### config.mk
export PLATFORM = sky130hd
export DESIGN_NAME = axis_pingpong_merge
export DESIGN_NICKNAME = d
export VERILOG_FILES = /design/src/rtl/axis_pingpong_merge.sv
export SDC_FILE = /design/constraint.sdc
export NUM_CORES = 1
export LEC_CHECK = 0
export CORE_MARGIN = 2
export CORE_UTILIZATION = 31
export CTS_CLUSTER_DIAMETER = 120
export DETAILED_ROUTE_END_ITERATION = 10
export GPL_TIMING_DRIVEN = 0
export MAX_ROUTING_LAYER = met4
export PLACE_DENSITY_LB_ADDON = 0.2
export SLEW_MARGIN = 20
export SYNTH_ARGS = -nofsm -noshare
export SYNTH_HDL_FRONTEND = slang
export SYNTH_SLANG_ARGS = --single-unit
### constraint.sdc
create_clock -name clk -period 3.3 [get_ports clk]
set_input_delay 0.66 -clock clk [delete_from_list [all_inputs] [get_ports clk]]
set_output_delay 0.66 -clock clk [all_outputs]
set_load 0.05 [all_outputs]
### src/rtl/axis_pingpong_merge.sv
// Merges two AXI-stream result channels into one registered output, alternating
// whole packets between input 0 and input 1, with packet-length diagnostics.
module axis_pingpong_merge #(
  parameter int unsigned N  = 16,
  parameter int unsigned QW = 64,
  parameter int unsigned CW = 16
) (
  input  logic          clk,
  input  logic          s_rst_n,
  input  logic [QW-1:0] s0_data,
  input  logic          s0_vld,
  input  logic          s0_last,
  output logic          s0_rdy,
  input  logic [QW-1:0] s1_data,
  input  logic          s1_vld,
  input  logic          s1_last,
  output logic          s1_rdy,
  output logic [QW-1:0] m_data,
  output logic          m_vld,
  output logic          m_last,
  input  logic          m_rdy,
  output logic          sel,
  output logic          err_len,
  output logic [CW-1:0] pkt_cnt
);

  localparam int unsigned BW = $clog2(N) + 1;

  typedef enum logic {
    S0 = 1'b0,
    S1 = 1'b1
  } state_t;

  state_t          state_q, state_d;
  logic [BW-1:0]   beat_cnt, beat_cnt_d;
  logic [QW-1:0]   data_d;
  logic            vld_d, last_d, err_d;
  logic [CW-1:0]   pkt_d;
  logic            out_free;
  logic            in_vld, in_last, acc;
  logic [QW-1:0]   in_data;

  // Output register can take a beat when empty or being drained this cycle
  assign out_free = !m_vld | m_rdy;
  assign s0_rdy   = s_rst_n & (state_q == S0) & out_free;
  assign s1_rdy   = s_rst_n & (state_q == S1) & out_free;
  assign sel      = (state_q == S1);

  // Next-state and output-register update
  always_comb begin
    state_d    = state_q;
    beat_cnt_d = beat_cnt;
    data_d     = m_data;
    vld_d      = m_vld;
    last_d     = m_last;
    err_d      = 1'b0;
    pkt_d      = pkt_cnt;

    in_vld  = (state_q == S1) ? s1_vld  : s0_vld;
    in_last = (state_q == S1) ? s1_last : s0_last;
    in_data = (state_q == S1) ? s1_data : s0_data;
    acc     = in_vld & out_free;

    if (acc) begin
      data_d = in_data;
      last_d = in_last;
      vld_d  = 1'b1;
      if (in_last) begin
        state_d    = (state_q == S0) ? S1 : S0;
        pkt_d      = pkt_cnt + CW'(1);
        beat_cnt_d = '0;
        err_d      = (beat_cnt != BW'(N - 1));
      end else if (beat_cnt == BW'(N - 1)) begin
        // Overlong packet: hold the count and keep draining until last
        err_d = 1'b1;
      end else begin
        beat_cnt_d = beat_cnt + BW'(1);
      end
    end else if (m_rdy) begin
      vld_d = 1'b0;
    end
  end

  always_ff @(posedge clk) begin
    if (!s_rst_n) begin
      state_q  <= S0;
      beat_cnt <= '0;
      m_data   <= '0;
      m_vld    <= 1'b0;
      m_last   <= 1'b0;
      err_len  <= 1'b0;
      pkt_cnt  <= '0;
    end else begin
      state_q  <= state_d;
      beat_cnt <= beat_cnt_d;
      m_data   <= data_d;
      m_vld    <= vld_d;
      m_last   <= last_d;
      err_len  <= err_d;
      pkt_cnt  <= pkt_d;
    end
  end

endmodule

==> flow_metrics.env <==
export IMPL_grt_max_degree=15
export IMPL_min_period_ns=3.16
export IMPL_fin_area_sq_mm=0.00671
export IMPL_slowest_delay_ns=0.62
export IMPL_clk_insertion_delay_late_ns=0.33
export IMPL_fin_tns_setup_ns=0
export IMPL_grt_antenna_before_repair=0
export IMPL_p_sw_frac=0.328
export IMPL_p_comb_frac=0.313
export IMPL_start_kind="primary input"
export IMPL_crit_path_end_kind="output port"
export IMPL_p_leak_nw=2.40
export IMPL_fin_worst_skew_ns=0.00710
export IMPL_rows=41
export IMPL_cts_tree="yes"
export IMPL_power_switching_mw=1.07
export IMPL_path_cells="clkdlybuf4s50_1 > inv_2 > clkbuf_1 > nor3_1 > dlygate4sd2_1"
export IMPL_yosysWarnings=0
export IMPL_clock_path_buffers=2
export IMPL_yosysSeqAreaShare=0.447
export IMPL_num_io_pins=221
export IMPL_drt_first_pass_iters=6
export IMPL_critPathRequiredTime_ns=2.64
export IMPL_max_cap_violations=0
export IMPL_synth_cells=424
export IMPL_ys_ff_latch=89
export IMPL_die_area_sq_mm=0.0138
export IMPL_drtIter0Drc=222
export IMPL_gp_congestion=0.852
export IMPL_critPathSlowestCell="clkdlybuf4s50_1"
export IMPL_report_final_hold_viol_count=0
export IMPL_worst_slew_pin_slew_ns=0.752
export IMPL_gr_total_overflow=0
export IMPL_holdWs_ns=0.474
export IMPL_cts_clk_slew_worst_paths_ns=0.06
export IMPL_finalNetCount=794
export IMPL_htreeDepth=3
export IMPL_min_path_cells=2
export IMPL_ctsResizeCount=1
export IMPL_multi_input_area_sq_mm=0.00204
export IMPL_grt_pass1_wl_mm=20.6
export IMPL_crit_type="primary input to output port"
export IMPL_die_x_um=117
export IMPL_peakVddDrop_uv=205
export IMPL_cts_root_buf="clkbuf_16"
export IMPL_ff_latch_area_sq_mm=0.00178
export IMPL_power_density_mw_per_mm2=487
export IMPL_dp_slack_ns=-0.205
export IMPL_wl_per_cell_um=15.9
export IMPL_core_sq_mm=0.0126
export IMPL_vias=4038
export IMPL_portBuffers=220
export IMPL_gr_usage_all_layers=0.192
export IMPL_reg2reg_depth=7
export IMPL_worstPathArrival_ns=2.50
export IMPL_synth_area_sq_mm=0.00399
export IMPL_rsz0062_at_grt="no"
export IMPL_power_frac_clock=0.314
export IMPL_holdBufCountCts=0
export IMPL_postLayoutCoreUtil=0.534
export IMPL_via_per_inst=4.85
export IMPL_area_delta_synth_final_pct=68.1
export IMPL_cts_setup_buffers=0
export IMPL_p_int_mw=2.19
export IMPL_synth_area_per_cell_sq_um=9.41
export IMPL_drive_gt1_frac=0.0485
export IMPL_fp_dieH_um=117
export IMPL_antenna_left=0
export IMPL_cts_buffers=9
export IMPL_slew_viol_final=0
export IMPL_finalCritPeriodShare=0.956
export IMPL_relSlewSlack=0.499
export IMPL_grt_pass1_vias=4149
export IMPL_num_antenna_cells=0
export IMPL_dpl_hpwl_mm=10.4
export IMPL_drcViolationCount=0
export IMPL_timing_fmax_mhz=317
export IMPL_critPathMaxFanout=10
export IMPL_worstHoldPathType="register to register"
export IMPL_clock_sinks=89
export IMPL_placed_area_sq_mm=0.00641
export IMPL_pwr_share_seq=0.373
export IMPL_setup_slack_ns=0.145
export IMPL_synth_nets=563
export IMPL_synth_distinct_cells=43
export IMPL_wl_mm=13.2
export IMPL_finalSetupViolations=0
export IMPL_start_util=0.317
export IMPL_outcome="finished, final reports clean"
export IMPL_fillers=1169
==> metrics by stage <==
stage	power, mW	cells
final	3.26	832
after global routing	3.41	832
after CTS	3.30	832
after detailed placement	2.27	816
after global placement	2.26	816
after floorplan	1.83	424
==> cells in the mapped netlist (all sizes together) <==
master   instances  area share
xor2             1      0.0022
clkbuf          19       0.018
o211a            1      0.0025
o31ai            6       0.011
nor2b            1      0.0016
o21ai           10       0.013
and3             5      0.0078
nand4b           1      0.0022
xnor2            1      0.0022
a311oi           1      0.0022
or2              1      0.0016
a211oi          64        0.12
o211ai           2      0.0050
ha               4       0.013
nand2b           1      0.0016
mux2i           67        0.17
and3b            1      0.0025
a21oi           17       0.021
and2             1      0.0016
o2111ai          1      0.0022
and4             2      0.0044
nor2            72       0.068
nand3b           1      0.0019
or4              4      0.0075
nor3             4      0.0063
o21a             2      0.0038
nand4            3      0.0047
a21boi           2      0.0038
nand2            6      0.0056
dfxtp           89        0.45
nand3            5      0.0063
or3              8       0.013
inv              5      0.0047
buf             14       0.020
nor3b            1      0.0019
mux2             1      0.0028
==> power by group through the flow <==
stage	logic (mW)	clock network, mW	registers (mW)
3_5_place_dp	1.03	0	1.24
6_report	1.02	1.03	1.22
3_3_place_gp	1.02	0	1.24
5_1_grt	1.08	1.10	1.23
4_1_cts	1.03	1.05	1.22
2_1_floorplan	0.281	0	1.55
==> layout by cell type, fill, tap and decap left out, types with 2 or more instances in the layout <==
master           Yosys  routed
clkdlybuf4s50_1      0     218
dfxtp_1             89      89
nor2_1              72      72
mux2i_1             67      67
a211oi_1            64      64
clkbuf_1            19      21
a21oi_1             17      17
buf_2               10      10
o21ai_1              9       9
clkbuf_16            0       9
or3_1                8       8
o31ai_1              6       6
nand2_1              6       6
and3_1               5       5
nand3_1              5       5
or4_1                4       4
ha_1                 4       4
inv_1                3       3
nor3_1               3       3
nand4_1              3       3
clkinvlp_4           0       3
buf_6                2       2
inv_2                2       2
buf_1                2       2
and4_1               2       2
o21a_1               2       2
==> cell families (layout without fill, tap and decap cells) <==
| family | after synthesis | after routing | synth area share |
|---|---|---|---|
| simple gates | 117 | 117 | 0.138 |
| compound gates | 106 | 106 | 0.185 |
| flops | 89 | 89 | 0.447 |
| mux | 68 | 68 | 0.171 |
| buf+inv | 38 | 274 | 0.0427 |
| fa+ha+maj | 4 | 4 | 0.0125 |
| xor+xnor | 2 | 2 | 0.00439 |
==> worst paths after layout <==
path          startpoint           to  slack, ns
max              s_rst_n       s0_rdy       0.14
min          beat_cnt[3]  beat_cnt[3]       0.47
min reg2reg  beat_cnt[3]  beat_cnt[3]       0.47
max reg2reg  beat_cnt[0]  beat_cnt[4]       1.30
==> area by class of cell <==
class                      count  share of cell area
buffer                        33              0.0226
clock buffer                  12              0.0368
clock inverter                 4             0.00784
inverter                       5             0.00280
multi-input combinational    297               0.304
sequential                    89               0.266
tap                          172              0.0321
timing repair buffer         220               0.329
==> per-layer routing <==
layer,vias to the layer above,part of all wire,global-route usage
li1,2016,-,-
met1,1866,0.42,0.209
met2,141,0.49,0.327
met3,15,0.078,0.0657
met4,0,0.018,0.0633
met5,-,0,-
==> flip-flops by register name, indices dropped and copies added, names as in the netlist <==
name      flops
beat_cnt      5
err_len       1
m_data       64
pkt_cnt      16
m_vld         1
sel           1
m_last        1
==> critical path: cells and delay by family <==
| family | cells | cell delay (ns) |
|---|---|---|
| buffers and inverters | 4 | 1.60 |
| and+or+nand+nor | 1 | 0.23 |
Note: power is estimated with default switching activity, not from simulation.
